$ cat src/rtl/systolic_feeder_if.sv
// Operand and array-side bus of the systolic feeder.
// master = operand source plus array observer, slave = the feeder itself.
interface systolic_feeder_if #(
  parameter int data_size = 8,
  parameter int N         = 4
);
  // Handshake: a beat transfers on a rising edge where in_valid and in_ready are both high.
  // in_ready may be low while in_valid is high; the source must then hold its beat stable.
  logic                      in_valid;
  logic                      in_ready;
  logic [N*data_size-1:0]    in_a;
  logic [N*data_size-1:0]    in_b;
  logic [N*data_size-1:0]    out_a;
  logic [N*data_size-1:0]    out_b;
  logic                      pe_clr;
  logic                      busy;
  logic                      done;

  modport master (
    output in_valid, in_a, in_b,
    input  in_ready, out_a, out_b, pe_clr, busy, done
  );

  modport slave (
    input  in_valid, in_a, in_b,
    output in_ready, out_a, out_b, pe_clr, busy, done
  );
endinterface

$ cat src/rtl/systolic_feeder.sv
// Buffers an N x N A/B operand pair and streams it skewed into an N x N systolic array.
// Optional macro SYSTOLIC_FEEDER_DBUF_EN adds a second bank so the next pair loads while one streams.
module systolic_feeder #(
  parameter int data_size = 8,
  parameter int N         = 4
) (
  input  logic             clk,
  input  logic             reset,
  systolic_feeder_if.slave bus,
  output logic [1:0]       dbg_state
);
  localparam int LW = N * data_size;
  localparam int KW = (N > 1) ? $clog2(N) : 1;
  localparam int CW = $clog2(2 * N + 1);

  typedef enum logic [1:0] {
    FILL  = 2'd0,
    CLR   = 2'd1,
    FEED  = 2'd2,
    DRAIN = 2'd3
  } state_t;

  state_t        state, state_nx;
  logic [CW-1:0] cnt, cnt_nx;
  logic [KW-1:0] beat_cnt;
  logic          wr_bank, feed_bank, wr_full;
  logic          accept, last_beat, launch, next_full;
  logic [LW-1:0] a_nx, b_nx;
  logic [LW-1:0] a_mem [2][N];
  logic [LW-1:0] b_mem [2][N];

`ifdef SYSTOLIC_FEEDER_DBUF_EN
  localparam logic DBUF = 1'b1;
  assign bus.in_ready = (state == FILL) || !wr_full;
`else
  localparam logic DBUF = 1'b0;
  assign bus.in_ready = (state == FILL);
`endif

  assign accept    = bus.in_valid && bus.in_ready;
  assign last_beat = (beat_cnt == KW'(N - 1));
  // A bank counts as full at the end of DRAIN even if its last beat lands on that very cycle.
  assign next_full = wr_full || (accept && last_beat);

  assign bus.busy  = (state != FILL);
  assign bus.done  = (state == DRAIN) && (cnt == CW'(N));
  assign dbg_state = state;

  always_comb begin
    state_nx = state;
    cnt_nx   = cnt;
    launch   = 1'b0;
    unique case (state)
      FILL: begin
        if (accept && last_beat) begin
          state_nx = CLR;
          launch   = 1'b1;
        end
      end
      CLR: begin
        state_nx = FEED;
        cnt_nx   = '0;
      end
      FEED: begin
        if (cnt == CW'(2 * N - 2)) begin
          state_nx = DRAIN;
          cnt_nx   = '0;
        end else begin
          cnt_nx = cnt + 1'b1;
        end
      end
      DRAIN: begin
        // cnt 0..N-1 flush the array, cnt == N is the done cycle.
        if (cnt == CW'(N)) begin
          cnt_nx = '0;
          if (next_full) begin
            state_nx = CLR;
            launch   = 1'b1;
          end else begin
            state_nx = FILL;
          end
        end else begin
          cnt_nx = cnt + 1'b1;
        end
      end
      default: state_nx = FILL;
    endcase
  end

  // Lane l carries element k = t - l of the bank being fed, zero outside the skew window.
  always_comb begin
    int k;
    a_nx = '0;
    b_nx = '0;
    k    = 0;
    if (state_nx == FEED) begin
      for (int l = 0; l < N; l++) begin
        k = int'(cnt_nx) - l;
        if (k >= 0 && k < N) begin
          a_nx[l*data_size +: data_size] = a_mem[feed_bank][KW'(k)][l*data_size +: data_size];
          b_nx[l*data_size +: data_size] = b_mem[feed_bank][KW'(k)][l*data_size +: data_size];
        end
      end
    end
  end

  always_ff @(posedge clk or negedge reset) begin
    if (!reset) begin
      state      <= FILL;
      cnt        <= '0;
      beat_cnt   <= '0;
      wr_bank    <= 1'b0;
      feed_bank  <= 1'b0;
      wr_full    <= 1'b0;
      bus.out_a  <= '0;
      bus.out_b  <= '0;
      bus.pe_clr <= 1'b1;
    end else begin
      state      <= state_nx;
      cnt        <= cnt_nx;
      bus.out_a  <= a_nx;
      bus.out_b  <= b_nx;
      bus.pe_clr <= (state_nx == CLR);
      if (launch) begin
        feed_bank <= wr_bank;
        wr_bank   <= wr_bank ^ DBUF;
        beat_cnt  <= '0;
        wr_full   <= 1'b0;
      end else if (accept) begin
        if (last_beat) begin
          beat_cnt <= '0;
          wr_full  <= 1'b1;
        end else begin
          beat_cnt <= beat_cnt + 1'b1;
        end
      end
    end
  end

  // Operand storage carries no reset; beat_cnt and the FSM decide what is live.
  always_ff @(posedge clk) begin
    if (accept) begin
      a_mem[wr_bank][beat_cnt] <= bus.in_a;
      b_mem[wr_bank][beat_cnt] <= bus.in_b;
    end
  end
endmodule
$ cat src/flat_wrapper.sv
// flat-port wrapper written by rule: the top's interface ports become plain ports
module systolic_feeder_flat 
#(
  parameter int data_size = 8,
  parameter int N         = 4
)
  (clk, reset, dbg_state, bus_in_valid, bus_in_a, bus_in_b, bus_in_ready, bus_out_a, bus_out_b, bus_pe_clr, bus_busy, bus_done);
  systolic_feeder_if #(.data_size(data_size), .N(N)) bus_i ();
  input  logic clk;
  input  logic reset;
  output logic [1:0] dbg_state;
  input wire logic [$bits(bus_i.in_valid)-1:0] bus_in_valid;
  input wire logic [$bits(bus_i.in_a)-1:0] bus_in_a;
  input wire logic [$bits(bus_i.in_b)-1:0] bus_in_b;
  output wire logic [$bits(bus_i.in_ready)-1:0] bus_in_ready;
  output wire logic [$bits(bus_i.out_a)-1:0] bus_out_a;
  output wire logic [$bits(bus_i.out_b)-1:0] bus_out_b;
  output wire logic [$bits(bus_i.pe_clr)-1:0] bus_pe_clr;
  output wire logic [$bits(bus_i.busy)-1:0] bus_busy;
  output wire logic [$bits(bus_i.done)-1:0] bus_done;
  assign bus_i.in_valid = bus_in_valid;
  assign bus_i.in_a = bus_in_a;
  assign bus_i.in_b = bus_in_b;
  assign bus_in_ready = bus_i.in_ready;
  assign bus_out_a = bus_i.out_a;
  assign bus_out_b = bus_i.out_b;
  assign bus_pe_clr = bus_i.pe_clr;
  assign bus_busy = bus_i.busy;
  assign bus_done = bus_i.done;
  systolic_feeder #(.data_size(data_size), .N(N)) u_core (.clk(clk), .reset(reset), .bus(bus_i), .dbg_state(dbg_state));
endmodule
$ cat config.mk
export PLATFORM = sky130hd
export DESIGN_NAME = systolic_feeder_flat
export DESIGN_NICKNAME = d
export VERILOG_FILES = /design/src/rtl/systolic_feeder_if.sv /design/src/rtl/systolic_feeder.sv /design/src/flat_wrapper.sv
export SDC_FILE = /design/constraint.sdc
export NUM_CORES = 1
export LEC_CHECK = 0
export ABC_AREA = 0
export BUFFER_PORTS_ARGS = -buffer_cell sky130_fd_sc_hd__buf_2
export CAP_MARGIN = 15
export CORE_MARGIN = 4
export CORE_UTILIZATION = 60
export CTS_CLUSTER_SIZE = 28
export DETAILED_ROUTE_END_ITERATION = 8
export GPL_ROUTABILITY_DRIVEN = 0
export PLACE_DENSITY = 0.81
export SETUP_SLACK_MARGIN = 0.5
export SYNTH_ARGS = -nofsm -noshare
export SYNTH_HDL_FRONTEND = slang
export SYNTH_SLANG_ARGS = --single-unit
$ cat constraint.sdc
create_clock -name clk -period 5.4 [get_ports clk]
set_input_delay 0.81 -clock clk [delete_from_list [all_inputs] [get_ports clk]]
set_output_delay 0.81 -clock clk [all_outputs]
set_load 0.005 [all_outputs]
# Yosys cells after proc, flatten, opt, wreduce, memory -nomap -nowiden
# Memory sizes are Yosys's and may differ from the RTL's.
# Cells that the tools add are included.
[totals] inputBits=67 ff_bits=74 output_inout_bits=70 n_memories=2 wordCells=111 mem_bits_rw=512
[classes] n_eq_ne=8 n_reduce_logical=14 n_addsub=5 mux=56 order_cmp=14 bitwise_logic=5
[memory_table] name="u_core.a_mem" words=2 width=128 read_ports=1 rd_clocked_by_memory_dff=0 wr=1 line_no="systolic_feeder.sv:29" rtl="logic [LW-1:0] a_mem [2][N];"
[memory_table] name="u_core.b_mem" words=2 width=128 read_ports=1 rd_clocked_by_memory_dff=0 wr=1 line_no="systolic_feeder.sv:30" rtl="logic [LW-1:0] b_mem [2][N];"
[op_table] cell="binary-select mux 32 bit (select 2 bit)" count=8
[op_table] cell="2-to-1 mux 32 bit" count=7
[op_table] cell="2-to-1 mux 128 bit" count=1
[op_table] cell=">= comparator 32 x 1 -> 1 bit (second input constant)" count=3
[op_table] cell="less-than comparator 32 x 4 -> 1 bit (second input constant)" count=3
[op_table] cell="2-to-1 mux 24 bit" count=4
[op_table] cell="2-to-1 mux 8 bit" count=12
[op_table] cell="demux 32 bit (select 2 bit)" count=1
[op_table] cell="2-to-1 mux 16 bit" count=4
[op_table] cell=">= comparator 2 x 3 -> 1 bit (second input constant)" count=4
[op_table] cell="2-to-1 mux 2 bit" count=6
[op_table] cell="case mux 4 bit (3 select lines)" count=1
[op_table] cell="subtractor 4 x 2 -> 5 bit (second input constant)" count=2
[op_table] cell="equality test 2 bit (second input constant)" count=4
[op_table] cell="equality test 4 x 3 -> 1 bit (second input constant)" count=2
[op_table] cell="logical AND 1 bit" count=8
[op_table] cell="2-to-1 mux 1 bit" count=8
[op_table] cell="2-to-1 mux 4 bit" count=2
[op_table] cell="inverter 2 bit" count=4
[op_table] cell="case mux 2 bit (4 select lines)" count=1
[op_table] cell="nonzero test 2 bit" count=3
[op_table] cell="subtractor 4 x 1 -> 5 bit (second input constant)" count=1
[op_table] cell="adder 4 x 1 -> 4 bit (second input constant)" count=1
[op_table] cell="equality test 2 x 1 -> 1 bit (second input constant)" count=2
[op_table] cell="other kinds (10)" count=10

# Logic depth before layout (Yosys ltp)
[logic_depth] ltp_word=10 ltp_mapped=18 depth_no_buf=14

# Worst setup path after synthesis
# Ideal clock, no wire load.
[synth_path] kind="flip-flop to flip-flop" from="register u_core.cnt[0]" to="register u_core.bus.out_a[28]" t_required_ns=5.334 n_path_buf=4 stages_incl_launch_ff=19 t_arrival_ns=3.507 setup_slack_ns=1.827 period_less_slack_ns=3.573 setup_ns=0.066 path_cell_list="dfrtp_1 -> buf_2 -> inv_1 -> ha_1 -> nand3b_4 -> a22oi_2 -> or3_1 -> and2_4 -> buf_8 -> inv_6 -> buf_6 -> ha_1 -> or4b_2 -> o31a_1 -> o22ai_1 -> a21oi_1 -> and4bb_2 -> clkbuf_1 -> and2_1"
[synth_between] elab_chain_len=10 elab_cells_between_ends=20 classes_between="add/sub: 2; order compare: 2; eq/ne: 3; mux: 11; bitwise: 1; reduce/logical: 1"
[synth_rtl] element="from (decl)" line_no="systolic_feeder.sv:24" rtl="logic [CW-1:0] cnt, cnt_nx;"
[synth_rtl] element="from (signal assigned)" line_no="systolic_feeder.sv:120" rtl="cnt <= cnt_nx;"
[synth_rtl] element="adder 4 x 1 -> 4 bit (tied with other cells)" line_no="systolic_feeder.sv:69, systolic_feeder.sv:83"
[synth_rtl] element="2-to-1 mux 4 bit (on tied branches)" line_no="systolic_feeder.sv:74, systolic_feeder.sv:65"
[synth_rtl] element="case mux 4 bit (3 select lines) *" line_no="systolic_feeder.sv:53" rtl="unique case (state)"
[synth_rtl] element="via u_core.cnt_nx[0]" line_no="systolic_feeder.sv:24"
[synth_rtl] element="subtractor 4 x 2 -> 5 bit *" line_no="systolic_feeder.sv:98" rtl="k = int'(cnt_nx) - l;"
[synth_rtl] element="parallel branches: the longest is 4 deep, another holds >= comparator 32 x 1 -> 1 bit"
[synth_rtl] element="2-to-1 mux 8 bit *" line_no="systolic_feeder.sv:99" rtl="if (k >= 0 && k < N) begin"
[synth_rtl] element="2-to-1 mux 32 bit *" line_no="systolic_feeder.sv:96" rtl="if (state_nx == FEED) begin"
[synth_rtl] element="via u_core.a_nx[28]" line_no="systolic_feeder.sv:28" rtl="logic [LW-1:0] a_nx, b_nx;"
[synth_rtl] element="to (signal assigned)" line_no="systolic_feeder.sv:121" rtl="bus.out_a <= a_nx;"
[synth_rtl] element="to (decl)" line_no="systolic_feeder_if.sv:26" rtl="output in_ready, out_a, out_b, pe_clr, busy, done"
# Mark *: on every way through the listed nets, which the timed path passes. The select of a mux whose other input is x is not followed.
# A chain may end at the register's enable or synchronous reset.

# Worst setup path after layout
[layout_path] from="register u_core.cnt[0]" to="register u_core.bus.out_a[25]"
[layout_between] elab_chain_len=10 elab_cells_between_ends=20 classes_between="add/sub: 2; order compare: 2; eq/ne: 3; mux: 11; bitwise: 1; reduce/logical: 1"
[layout_rtl] element="parallel branches: the longest is 9 deep, another holds >= comparator 32 x 1 -> 1 bit"
[layout_rtl] element="2-to-1 mux 32 bit *" line_no="systolic_feeder.sv:96"
[layout_rtl] element="via u_core.a_nx[25]" line_no="systolic_feeder.sv:28"
# Marked as above.

==> impl_metrics.tcl <==
set metrics [dict create \
    min_period_ns 4.28 \
    synth.cell_area_um2 12300 \
    ioPinCount 137 \
    swShare_pct 27.9 \
    maxCapViolations 0 \
    cp.required_ns 5.87 \
    hold_class "primary input to async pin" \
    ys_ff_latch 330 \
    antenna_found_initial 2 \
    tightest_slew_ns 1.02 \
    core_area_um2 20200 \
    setup_viol 0 \
    synth_top_cell_by_area "edfxtp_1" \
    post_cts_buffers 0 \
    powerDensity_nw_per_um2 526 \
    power_mw 7.50 \
    synth_area_leaders "edfxtp_1, dfrtp_1, mux4_2" \
    cts_tree "yes" \
    syn_avg_cell_area_um2 20.1 \
    overflow 0 \
    grt_pass1_wl_um 34900 \
    synth_warnings 0 \
    die_h_um 151 \
    ys_seq_area_share_pct 77.6 \
    grt_max_degree 75 \
    ys_async_sr_fraction_pct 22.4 \
    wirelength_um 22300 \
    cp_max_fo 35 \
    hpwl_um 12900 \
    die-area_um2 22800 \
    ir_drop_mv 0.323 \
    crit_arrival_ns 4.75 \
    max_freq_mhz 234 \
    leakagePower_nw 5.38 \
    fin_nets 842 \
    start_util_pct 60.9 \
    power_frac_seq_pct 44.3 \
    p_switching_mw 2.10 \
    clkPwrFrac_pct 28.7 \
    vias_per_cell 5.76 \
    nFillCells 1241 \
    area_growth_pct 16.1 \
    status "finished, final reports clean" \
    yosysUniqueCellTypes 50 \
    grt_usage_pct 20.0 \
    drc 0 \
    wl_per_cell_um 21.2 \
    min_period_over_period_pct 79.3 \
    fin_worst_skew_ns 0.0108 \
    p_comb_share_pct 27.0 \
    start_kind "flip-flop" \
    critical_path_class "flip-flop to flip-flop" \
    hold_viol 0 \
    clk_path_buf_depth 3 \
    htreeDepth 1 \
    clock-sinks 330 \
    ctsHoldBuffers 0 \
    cts_resized 0 \
    rows 52 \
    clk_latency_ns 0.54 \
    netlist_instances 611 \
    synth_ff_type "edfxtp_1" \
    die_w_um 151 \
    rsz0062_at_grt "no" \
    vias 6070 \
    intPower_mw 5.41 \
    cp-end-kind "flip-flop" \
    synth_edf_count 256 \
    synth_nets 694 \
    ant_nets 0 \
    clk_pin_slew_ns 0.07 \
    port_buffers 136 \
    yosysTopAreaCellShare_pct 62.5 \
    reg2regPathDepth 14 \
    cts_buffers 30 \
    timing.setup.tns_ns 0 \
    clock-root-buffer "clkbuf_16" \
    slew_headroom_pct 31.9 \
    drive_gt1_share_pct 32.1 \
    drt-initial-drc-count 301 \
    maxSlewViolCount 0 \
    drt_pass1_iterations 5 \
    grt_pass1_vias 6483 \
]
-- logic make-up (layout without fill, tap and decap cells) --
| logic type | after synthesis | after routing | synth area share, % |
|---|---|---|---|
| flip-flops | 330 | 330 | 77.6 |
| AND/OR/NAND/NOR | 95 | 95 | 4.70 |
| multiplexers | 80 | 80 | 11.4 |
| AO/OA/AOI/OAI | 47 | 47 | 2.61 |
| buffers and inverters | 37 | 209 | 1.61 |
| adder cells (fa/ha/maj) | 16 | 16 | 1.63 |
| XOR/XNOR | 6 | 6 | 0.428 |
| other | 0 | 1 | 0 |
-- synthesized netlist by cell type (all sizes together) (4+ instances only) --
cell / instances
ha: 16
clkbuf: 11
mux4: 48
inv: 13
buf: 12
nor2b: 17
nor2: 9
and3: 4
mux2i: 32
edfxtp: 256
and2: 34
nand3: 7
o22ai: 20
dfrtp: 73
a21oi: 10
nand2: 11
-- path summary, 6_finish.rpt --
kind | startpoint | endpoint | slack, ns
worst max-delay path | u_core.cnt[0] | u_core.bus.out_a[25] | 1.12
worst min-delay path | reset | u_core.bus.out_b[28] | 0.45
worst max register to register | u_core.cnt[0] | u_core.bus.out_a[25] | 1.12
worst min register to register | u_core.b_mem[0][71] | u_core.bus.out_b[7] | 0.53
max in group asynchronous | reset | u_core.bus.out_a[5] | 4.29
min in group clk | bus_in_b[30] | u_core.b_mem[0][126] | 0.48
-- placed cells by master (no fill, tap or decap), types with 2 or more instances in the layout --
| master | Yosys | routed |
|---|---|---|
| a21oi_1 | 10 | 10 |
| a221oi_1 | 2 | 2 |
| and2_1 | 33 | 33 |
| and3_4 | 0 | 3 |
| buf_2 | 7 | 135 |
| buf_4 | 0 | 4 |
| bufinv_16 | 0 | 4 |
| clkbuf_16 | 0 | 31 |
| clkbuf_8 | 0 | 4 |
| clkinv_1 | 1 | 7 |
| clkinv_2 | 0 | 7 |
| clkinvlp_4 | 0 | 4 |
| dfrtp_1 | 73 | 73 |
| edfxtp_1 | 256 | 256 |
| ha_1 | 16 | 16 |
| inv_1 | 12 | 11 |
| mux2i_1 | 32 | 32 |
| mux4_2 | 48 | 48 |
| nand2_1 | 11 | 11 |
| nand3_1 | 7 | 7 |
| nand3b_1 | 2 | 2 |
| nor2_1 | 9 | 9 |
| nor2b_1 | 17 | 17 |
| o22ai_1 | 20 | 19 |
| o31a_1 | 2 | 2 |
| o31ai_1 | 2 | 2 |
| xnor2_1 | 3 | 3 |
| xor2_1 | 3 | 3 |
-- flip-flops by register name, summed over array words and instances, names as in the netlist --
register / cells
u_core.a_mem: 128
u_core.b_mem: 128
u_core.beat_cnt: 2
u_core.bus.out_a: 32
u_core.bus.out_b: 32
u_core.bus.pe_clr: 1
u_core.cnt: 4
u_core.dbg_state: 2
u_core.wr_full: 1
-- per-stage QoR --
step	hold slack [ns]	area, um^2	util (%)	instances	setup slack, ns
CTS	0.464	14300	70.7	1053	1.07
global placement	0.513	13200	65.6	997	1.30
floorplan	0.489	12300	-	611	1.83
global route	0.470	14300	70.7	1053	0.764
detailed placement	0.514	13200	65.6	997	1.10
finish	0.450	14300	70.8	1054	1.12
-- power groups by stage --
stage | logic, mW | clock network [mW] | registers [mW]
after floorplan | 1.54 | 0 | 3.34
after global placement | 1.99 | 0 | 3.34
after CTS | 2.06 | 2.18 | 3.32
final | 2.03 | 2.16 | 3.32
after global routing | 2.22 | 2.30 | 3.35
after detailed placement | 2.04 | 0 | 3.37
-- layout make-up --
cell class                 instances  area [um^2]  share of cell area [%]
multi-input combinational        244         2590                    18.1
clock inverter                    20          203                    1.42
antenna                            1         2.50                  0.0175
tap                              270          338                    2.37
clock buffer                      36          835                    5.85
sequential                       330         9540                    66.9
timing repair buffer             139          706                    4.95
inverter                          14         58.8                   0.412
-- critical path, stage by stage, from the launching register on --
cell and delay, ns:
dfrtp_1 0.51, inv_1 0.15, ha_1 0.25, nand3b_4 0.11, a22oi_2 0.36, or3_1 0.17, and2_4 0.42, inv_6 0.29
ha_1 0.32, or4b_2 0.62, o31a_1 0.13, o22ai_1 0.15, a21oi_1 0.05, and4bb_2 0.50, and2_1 0.19
-- layer usage --
| metal | GRT usage [%] | part of all wire [%] | routed length (um) |
|---|---|---|---|
| met4 | 5.44 | 2.0 | 454 |
| met2 | 34.3 | 52 | 11600 |
| met5 | 0 | 0.12 | 27 |
| met1 | 26.4 | 39 | 8790 |
| met3 | 4.16 | 6.4 | 1430 |
Note: power is estimated with default switching activity, not from simulation.
